**src/rtl/spi_slave_control.sv**
```systemverilog
// spi_slave_control: SPI target endpoint. SCK, SS and MOSI are oversampled in the clk_cpu
// domain. Each selected word shifts a CPU-supplied TX word out on MISO and assembles the
// received bits into SPI_RX_DATA.
//
// Ports:
//   clk_cpu, rst        system clock, synchronous active-high reset
//   SPI_SLV_CTRL[6:0]   {ON, CPOL, CPHA, BIT_ORDER, DATA_LEN[1:0], I_MSK}
//   SPI_TX_DATA         right-justified word to send, sampled at word start
//   SPI_RX_DATA         last complete received word, right-justified, zero-extended
//   rx_valid / rx_ack   word-available flag and its CPU acknowledge
//   overrun             sticky: a word completed while rx_valid was still set
//   SCK, SS, MOSI       asynchronous bus pins from the master
//   MISO, MISO_OE       serial data out and pad output enable
//   interrpt            level interrupt, rx_valid gated by I_MSK
module spi_slave_control #(
    parameter int unsigned DATA_WIDTH  = 32,
    parameter int unsigned SYNC_STAGES = 2
) (
    input  logic                  clk_cpu,
    input  logic                  rst,
    input  logic [6:0]            SPI_SLV_CTRL,
    input  logic [DATA_WIDTH-1:0] SPI_TX_DATA,
    output logic [DATA_WIDTH-1:0] SPI_RX_DATA,
    output logic                  rx_valid,
    input  logic                  rx_ack,
    output logic                  overrun,
    input  logic                  SCK,
    input  logic                  SS,
    input  logic                  MOSI,
    output logic                  MISO,
    output logic                  MISO_OE,
    output logic                  interrpt
);
    localparam int unsigned CW = $clog2(DATA_WIDTH + 1);

    typedef enum logic [1:0] {StIdle, StActive, StDone} state_t;

    logic       ctrl_on, ctrl_cpol, ctrl_cpha, ctrl_lsb, ctrl_imsk;
    logic [1:0] ctrl_len;

    assign ctrl_on   = SPI_SLV_CTRL[6];
    assign ctrl_cpol = SPI_SLV_CTRL[5];
    assign ctrl_cpha = SPI_SLV_CTRL[4];
    assign ctrl_lsb  = SPI_SLV_CTRL[3];
    assign ctrl_len  = SPI_SLV_CTRL[2:1];
    assign ctrl_imsk = SPI_SLV_CTRL[0];

    // Pin synchronizers plus one delayed copy for edge detection.
    logic [SYNC_STAGES-1:0] sck_sync, ss_sync, mosi_sync;
    logic                   sck_dly, ss_dly;
    logic                   sck_s, ss_s, mosi_s;

    always_ff @(posedge clk_cpu) begin
        if (rst) begin
            sck_sync  <= {SYNC_STAGES{ctrl_cpol}};
            ss_sync   <= '1;
            mosi_sync <= '0;
            sck_dly   <= ctrl_cpol;
            ss_dly    <= 1'b1;
        end else begin
            sck_sync  <= {sck_sync[SYNC_STAGES-2:0], SCK};
            ss_sync   <= {ss_sync[SYNC_STAGES-2:0], SS};
            mosi_sync <= {mosi_sync[SYNC_STAGES-2:0], MOSI};
            sck_dly   <= sck_sync[SYNC_STAGES-1];
            ss_dly    <= ss_sync[SYNC_STAGES-1];
        end
    end

    assign sck_s  = sck_sync[SYNC_STAGES-1];
    assign ss_s   = ss_sync[SYNC_STAGES-1];
    assign mosi_s = mosi_sync[SYNC_STAGES-1];

    // Transaction state
    state_t                state, state_next;
    logic                  xfer_cpol, xfer_cpha, xfer_lsb;
    logic                  xfer_cpol_next, xfer_cpha_next, xfer_lsb_next;
    logic [1:0]            xfer_len, xfer_len_next;
    logic [DATA_WIDTH-1:0] tx_shift, tx_next, rx_shift, rx_next, tx_load;
    logic [DATA_WIDTH-1:0] rx_data_next;
    logic [CW-1:0]         bit_cnt, cnt_next, cnt_inc, n_bits;
    logic                  rx_valid_next, overrun_next, miso_next, oe, oe_next;
    logic                  sck_rise, sck_fall, ss_rise, ss_fall;
    logic                  lead_edge, trail_edge, sample_edge, shift_edge;
    logic [4:0]            pad;

    assign sck_rise    = sck_s & ~sck_dly;
    assign sck_fall    = ~sck_s & sck_dly;
    assign ss_rise     = ss_s & ~ss_dly;
    assign ss_fall     = ~ss_s & ss_dly;
    assign lead_edge   = xfer_cpol ? sck_fall : sck_rise;
    assign trail_edge  = xfer_cpol ? sck_rise : sck_fall;
    assign sample_edge = xfer_cpha ? trail_edge : lead_edge;
    assign shift_edge  = xfer_cpha ? lead_edge : trail_edge;

    // Unused high bits of a short word: 8*(3-len), i.e. {~len, 3'b000}.
    assign pad     = {~xfer_len, 3'b000};
    assign n_bits  = CW'({xfer_len, 3'b000}) + CW'(8);
    assign cnt_inc = bit_cnt + CW'(1);

    // MSB-first words are left-justified so the next bit is always the top bit;
    // LSB-first words stay right-justified with bits above N cleared.
    function automatic logic [DATA_WIDTH-1:0] justify(input logic [DATA_WIDTH-1:0] word,
                                                      input logic lsb_first,
                                                      input logic [1:0] len_code);
        logic [4:0]            sh;
        logic [DATA_WIDTH-1:0] w;
        sh = {~len_code, 3'b000};
        w  = word << sh;
        if (lsb_first) w = w >> sh;
        return w;
    endfunction

    function automatic logic first_bit(input logic [DATA_WIDTH-1:0] w, input logic lsb_first);
        return lsb_first ? w[0] : w[DATA_WIDTH-1];
    endfunction

    function automatic logic [DATA_WIDTH-1:0] advance(input logic [DATA_WIDTH-1:0] w,
                                                      input logic lsb_first);
        return lsb_first ? (w >> 1) : (w << 1);
    endfunction

    always_comb begin
        state_next     = state;
        xfer_cpol_next = xfer_cpol;
        xfer_cpha_next = xfer_cpha;
        xfer_lsb_next  = xfer_lsb;
        xfer_len_next  = xfer_len;
        tx_next        = tx_shift;
        rx_next        = rx_shift;
        cnt_next       = bit_cnt;
        rx_data_next   = SPI_RX_DATA;
        rx_valid_next  = rx_valid & ~rx_ack;
        overrun_next   = overrun & ~rx_ack;
        miso_next      = MISO;
        oe_next        = oe;
        tx_load        = '0;

        case (state)
            StIdle: begin
                miso_next = 1'b0;
                oe_next   = 1'b0;
                if (ctrl_on && ss_fall) begin
                    xfer_cpol_next = ctrl_cpol;
                    xfer_cpha_next = ctrl_cpha;
                    xfer_lsb_next  = ctrl_lsb;
                    xfer_len_next  = ctrl_len;
                    tx_load        = justify(SPI_TX_DATA, ctrl_lsb, ctrl_len);
                    tx_next        = tx_load;
                    rx_next        = '0;
                    cnt_next       = '0;
                    oe_next        = 1'b1;
                    state_next     = StActive;
                    if (!ctrl_cpha) begin
                        miso_next = first_bit(tx_load, ctrl_lsb);
                        tx_next   = advance(tx_load, ctrl_lsb);
                    end
                end
            end
            StActive: begin
                if (ss_rise) begin
                    state_next = StIdle;
                    oe_next    = 1'b0;
                    miso_next  = 1'b0;
                end else begin
                    if (sample_edge) begin
                        rx_next  = xfer_lsb ? {mosi_s, rx_shift[DATA_WIDTH-1:1]}
                                            : {rx_shift[DATA_WIDTH-2:0], mosi_s};
                        cnt_next = cnt_inc;
                        if (cnt_inc == n_bits) state_next = StDone;
                    end
                    // With CPHA=0 the first bit is already on MISO; a shift edge before any
                    // sample is the tail of the previous word and must not advance.
                    if (shift_edge && (xfer_cpha || bit_cnt != '0)) begin
                        miso_next = first_bit(tx_shift, xfer_lsb);
                        tx_next   = advance(tx_shift, xfer_lsb);
                    end
                end
            end
            StDone: begin
                rx_data_next  = xfer_lsb ? (rx_shift >> pad) : rx_shift;
                rx_valid_next = 1'b1;
                overrun_next  = (overrun | rx_valid) & ~rx_ack;
                if (!ss_s) begin
                    tx_load    = justify(SPI_TX_DATA, xfer_lsb, xfer_len);
                    tx_next    = tx_load;
                    rx_next    = '0;
                    cnt_next   = '0;
                    state_next = StActive;
                    if (!xfer_cpha) begin
                        miso_next = first_bit(tx_load, xfer_lsb);
                        tx_next   = advance(tx_load, xfer_lsb);
                    end
                end else begin
                    state_next = StIdle;
                    oe_next    = 1'b0;
                    miso_next  = 1'b0;
                end
            end
            default: state_next = StIdle;
        endcase

        if (!ctrl_on) begin
            state_next = StIdle;
            oe_next    = 1'b0;
            miso_next  = 1'b0;
        end
    end

    always_ff @(posedge clk_cpu) begin
        if (rst) begin
            state       <= StIdle;
            xfer_cpol   <= 1'b0;
            xfer_cpha   <= 1'b0;
            xfer_lsb    <= 1'b0;
            xfer_len    <= 2'b00;
            tx_shift    <= '0;
            rx_shift    <= '0;
            bit_cnt     <= '0;
            SPI_RX_DATA <= '0;
            rx_valid    <= 1'b0;
            overrun     <= 1'b0;
            MISO        <= 1'b0;
            oe          <= 1'b0;
        end else begin
            state       <= state_next;
            xfer_cpol   <= xfer_cpol_next;
            xfer_cpha   <= xfer_cpha_next;
            xfer_lsb    <= xfer_lsb_next;
            xfer_len    <= xfer_len_next;
            tx_shift    <= tx_next;
            rx_shift    <= rx_next;
            bit_cnt     <= cnt_next;
            SPI_RX_DATA <= rx_data_next;
            rx_valid    <= rx_valid_next;
            overrun     <= overrun_next;
            MISO        <= miso_next;
            oe          <= oe_next;
        end
    end

    // Drop the enable as soon as the deselect is seen, not a cycle later.
    assign MISO_OE  = oe & ctrl_on & ~ss_rise;
    assign interrpt = rx_valid & ctrl_imsk;

endmodule
```
**config.mk**
```make
export PLATFORM = sky130hd
export DESIGN_NAME = spi_slave_control
export DESIGN_NICKNAME = d
export VERILOG_FILES = /design/src/rtl/spi_slave_control.sv
export SDC_FILE = /design/constraint.sdc
export NUM_CORES = 1
export LEC_CHECK = 0
export ABC_AREA = 1
export CORE_ASPECT_RATIO = 1.5
export CORE_MARGIN = 2
export CORE_UTILIZATION = 31
export DETAILED_ROUTE_END_ITERATION = 6
export REMOVE_ABC_BUFFERS = 1
export SYNTH_ARGS = -nofsm -noshare
export SYNTH_HDL_FRONTEND = slang
export SYNTH_SLANG_ARGS = --single-unit
```
**constraint.sdc**
```tcl
create_clock -name clk_cpu -period 2.17 [get_ports clk_cpu]
set_input_delay 0.217 -clock clk_cpu [delete_from_list [all_inputs] [get_ports clk_cpu]]
set_output_delay 0.217 -clock clk_cpu [all_outputs]
set_load 0.02 [all_outputs]
```
==> flow_summary.ini <==
[drt]
postRouteAntennaNets = 0
vias_per_cell = 5.438
post-route-drc-count = 0
dr_total_vias = 11140
wl_met1_um = 14610
routed_wl_um = 35910
wl_per_cell_um = 17.53
highest_layer = met5
dr.first_iter.drc_count = 1009
dr.pass1.iters = 5
wl_met2_um = 17590
met3RoutedLength_um = 2136

[sta]
finalCriticalPeriod_ns = 1.994
max_slew_margin = 0.6356
final_max_slew_viol_count = 0
hold_slack_ns = 0.3062
rsz0062_at_grt = false
final-setup-viol-count = 0
worst_clock_skew_ns = 0.008936
fmax_mhz = 501.4
hold_viol_final = 0
worst_pin_slew_ns = 0.5467
period_share = 0.9190

[cts]
cts-htree-levels = 4
cts-hold-fix-buffers = 0
cts_tree = yes
cts_root_buf = clkbuf_16
cts_sinks = 121
cts_inserted_buffers = 17
cts_setup_buffers = 0
cts_buffer_depth = 2
clkLatencyLatePin_ns = 0.43
clk_pin_slew_worst_paths_ns = 0.06
ctsResizeCount = 0

[floorplan]
dieWidth_um = 145.4
io-pin-count = 82
fp.coreArea_um2 = 29480
start_util = 0.3155
rows = 77
die_h_um = 216.2
dieArea_um2 = 31430

[yosys]
synth_cell_types = 37
syn_inst = 1610
yosysTopAreaCell = dfxtp_1
yosysWarnings = 0
ys.flop_type = dfxtp_1
synth.yosys.seq_area_share = 0.2604
synth_top_cell_area_share = 0.2604
synth_area_per_cell_um2 = 5.777
synth_area_leaders = dfxtp_1 26%, nand2_1 20%, nand3_1 12%
synth-edff-count = 0
syn-cell-area_um2 = 9301
ys_ff_latch = 121
async_flop_share = 0

[finish]
final_common_cell = nand2_1
final_cells = 2049
diodes = 0
drive_gt1_frac = 0.07255
design_area_um2 = 11140
final_nets = 1694
layout_common_cells = 494 x nand2_1, 219 x nand3_1, 177 x o21ai_0
syn2layout_area_growth_pct = 19.80

[outcome]
status = completed

[setup_path]
setup.worst_path.class = reg -> out
required_ns = 1.95
cp-start-kind = flip-flop
r2r_slack_ns = 0.20
crit_path_end_kind = primary output
crit_start = ss_sync[1]
r2r_start = state[0]
r2r_cells = 9
critPathMaxFanout = 4
worstReg2RegEnd = tx_shift[16]
arrival_ns = 1.78
setup.worst_path.end = MISO_OE

[grt]
grt_pass1_wl_um = 56720
grt_usage = 0.2248
grt_max_degree = 73
antenna_found_initial = 1
grt.overflow.total = 0
grt_pass1_vias = 10520

[placed_design]
place_area_um2 = 10570
gp_congestion = 0.9476
hpwl_um = 25520
place.port_buffers = 81
place_inst = 2017

[power_and_ir_drop]
swShare = 0.3293
p_leak_nw = 4.727
clockPowerShare = 0.404
p_int_mw = 4.664
power.share.sequential = 0.362
switching_power_mw = 2.290
ir_drop_v = 0.0005497
combPwrFrac = 0.234
power_density_nw_per_um2 = 624.0

[hold_path]
hp-class = in -> reg

[run]
maxCapViolations = 0
==> kinds of logic after synthesis <==
| kind of cell | share of synthesized area |
|---|---|
| simple gates | 0.3668 |
| compound gates | 0.2511 |
| buf+inv | 0.1087 |
| flops | 0.2604 |
| fa+ha+maj | 0.01076 |
| mux | 0.002152 |
==> critical path, cell delays in order (launching register included) <==
cell and delay [ns]:
dfxtp_1 0.41, inv_2 0.07, nor2_1 0.24, nor2_1 0.08, clkdlybuf4s50_1 0.54
==> how the worst min path moves through the flow <==
| stage | from | end | slack [ns] | cells after the start |
|---|---|---|---|---|
| after floorplan | rst | SPI_RX_DATA[22] | 0.29 | 1 |
| after global placement | ss_sync[0] | ss_sync[1] | 0.39 | 1 |
| after detailed placement | ss_sync[0] | ss_sync[1] | 0.40 | 1 |
| after CTS | MOSI | mosi_sync[0] | 0.29 | 3 |
| after global routing | MOSI | mosi_sync[0] | 0.30 | 3 |
| final | MOSI | mosi_sync[0] | 0.31 | 3 |
==> cell usage after synthesis, drive strengths merged (6+ instances only) <==
master and n:
inv 109, o211ai 8, nand2 497, buf 60, or2 8, o31ai 8
nor2 70, a31oi 27, nand3 220, ha 8, a211oi 25, a21oi 176
nand4 10, dfxtp 121, clkbuf 67, a311oi 6, o21ai 178
==> area by class of cell <==
class | instances | area [µm²]
tap | 395 | 494.2
clock inverter | 11 | 122.6
multi-input combinational | 1250 | 5873
clock buffer | 21 | 450.4
inverter | 112 | 425.4
timing repair buffer | 139 | 1350
sequential | 121 | 2427
fill | 3276 | 18340
==> per-layer routing <==
layer  vias up  GRT usage
li1       5487          -
met3        84    0.03326
met5         -          0
met4         2     0.1167
met2       436     0.3930
met1      5133     0.2660
==> state kept, by name (all words and copies together) (netlist names), 6 cells and up <==
register     cells
rx_shift        32
tx_shift        32
bit_cnt          6
SPI_RX_DATA     32
==> power groups by stage <==
| stage | Combinational [mW] | Clock [mW] | Sequential (mW) |
|---|---|---|---|
| after floorplan | 0.901 | 0 | 2.56 |
| after global placement | 1.60 | 0 | 2.56 |
| after detailed placement | 1.60 | 0 | 2.56 |
| after CTS | 1.61 | 2.88 | 2.51 |
| after global routing | 1.81 | 2.96 | 2.53 |
| final | 1.63 | 2.81 | 2.52 |
==> per-stage QoR <==
step                setup TNS (ns)  worst slack, ns  power (mW)  utilization
finish                           0           0.1757       6.954       0.3780
global placement                 0          0.03075       4.152       0.3584
global route                     0          0.04144       7.303       0.3780
floorplan                  -146.79           -2.167       3.462            -
detailed placement               0          0.03714       4.158       0.3584
CTS                              0           0.1208       7.007       0.3779
Note: power is estimated with default switching activity, not from simulation.
==> RTL edit: new RTL, config.mk and constraints unchanged <==
Change the parameter `DATA_WIDTH` from 32 to 64.
--- a/src/rtl/spi_slave_control.sv
+++ b/src/rtl/spi_slave_control.sv
@@ -13,7 +13,7 @@
 //   MISO, MISO_OE       serial data out and pad output enable
 //   interrpt            level interrupt, rx_valid gated by I_MSK
 module spi_slave_control #(
-    parameter int unsigned DATA_WIDTH  = 32,
+    parameter int unsigned DATA_WIDTH  = 64,
     parameter int unsigned SYNC_STAGES = 2
 ) (
     input  logic                  clk_cpu,
Interface: changed (resized SPI_RX_DATA and SPI_TX_DATA); port bits go from 82 to 146. The function was not compared with the original's and may differ.
==> RTL edit against the original RTL <==
- critical path depth increased by 8
- final area rose by 93%
- global-route usage increased by 6.4 points
- area after synthesis up 88%
- synthesized cell count up 85%
- power rose by 84%
- routed wire length is 140% higher
- sequential cell count increased by 97
- setup slack got worse by 100 ps
- critical endpoint is now tx_shift[40]
- largest power group unchanged
==> RTL edit: results (changes against the original RTL) <==
stage	metric	value	unit	change
detailed_routing	drt-met1-wl	30.6	mm	+110%
hold_path	hold_path_depth	4		+1
placement	dpl_worst_slack	78.9	ps	+41.8 ps
clock_network	clk_latency	590	ps	+160 ps
synth	avgSynthCellArea	5.89	sq um	+1.9%
detailed_routing	wl_met2	41.5	mm	+140%
critical_path	slowest_delay	370	ps	-170 ps
synth	synth_cell_type_count	41		+11%
critical_path	worst_r2r_path_depth	12		+3
detailed_routing	drtIter0Drc	2058		+100%
synth	synth.area.top_cells	dfxtp_1 (25%), nand2_1 (18%), nand3_1 (16%)		
clock_network	cts_setup_buffers	0		unchanged
pwr	p_leak	8.88	nW	+88%
pwr	pwr-share-seq	35.8	%	-0.4 points
layout	finalNetCount	3159		+86%
pwr	p_int	8.16	mW	+75%
detailed_routing	vias	22200		+99%
synth	synth_compound_area_share	26.0	%	+0.87 points
critical_path	rr_startpoint	xfer_len[0]		
pwr	p_comb	3.61	mW	+120%
critical_path	arrival	2630	ps	+850 ps
synth	ys_top_cells_by_count	nand2_1 (826), nand3_1 (542), o21ai_0 (268), dfxtp_1 (218), a21oi_1 (213)		
outcome	outcome	complete, no violations		
timing	maxSlewHeadroom	54.9	%	-8.6 points
global_routing	grt_util_met2	50.4	%	+11 points
synth	yosysSeqAreaShare	24.9	%	-1.1 points
critical_path	timing.rr.end	tx_shift[40]		
critical_path	critical_path.slowest_cell	dfxtp_4		
detailed_routing	wl_per_cell	22.5	um	+28%
global_routing	grt_use_met3	4.69	%	+1.4 points
detailed_routing	wl_met3	6.54	mm	+210%
timing	worst_slack	71.9	ps	-104 ps
hold_path	hold_end	SPI_RX_DATA[52]		
timing	skew	14.7	ps	+5.76 ps
global_routing	met1_usage	31.2	%	+4.6 points
layout	n_fill_cell	6110		+87%
clock_network	cts_max_level	1		-3
layout	reg_top3	SPI_RX_DATA x64, rx_shift x64, tx_shift x64		
global_routing	grt_pass1_vias	21100		+100%
pwr	p_switching	4.62	mW	+100%
clock_network	numCtsBuffers	27		+10
global_routing	gr-usage-all-layers	28.9	%	+6.4 points
pwr	ir_worst_vdd	0.000631	V	+15%
timing	holdWs	107	ps	-200 ps
synth	synthAdderAreaFrac	0.572	%	-0.50 points
global_routing	grt_pass1_wl	129	mm	+130%
detailed_routing	finalWirelength	86.4	mm	+140%
synth	synthMuxAreaShare	0	%	-0.22 points
layout	layout-drive-gt1-share	9.09	%	+1.8 points
placement	dp_cells	3796		+88%
placement	dpl.hpwl	62.2	mm	+140%
placement	place_area	20600	sq um	+95%
## RTL edit: cell types whose count changed in the layout (fill, tap and decap cells not counted), sizes merged, moves of 27 or more
cell | unedited run | this run
dfxtp | 121 | 218
o21ai | 178 | 312
clkdlybuf4s50 | 81 | 139
buf | 58 | 192
nand2 | 497 | 829
inv | 111 | 219
nand3 | 220 | 542
nand4 | 10 | 37
a211oi | 25 | 52
o211ai | 8 | 81
a21oi | 176 | 213
a22oi | 0 | 40
## RTL edit: cell type report
cell class	count	area (sq um)	share of cell area, %
Clock buffer	36	731	3.40
Clock inverter	11	123	0.570
Inverter	219	827	3.85
Multi-Input combinational cell	2275	11200	52.1
Sequential cell	218	4370	20.3
Tap cell	756	946	4.40
Timing Repair Buffer	333	3310	15.4
## RTL edit: critical path, delay by kind of cell (launching register included)
family / cells / cell delay (ps)
flops: 1 / 370
compound gates: 1 / 140
buf+inv: 2 / 310
simple gates: 9 / 1150
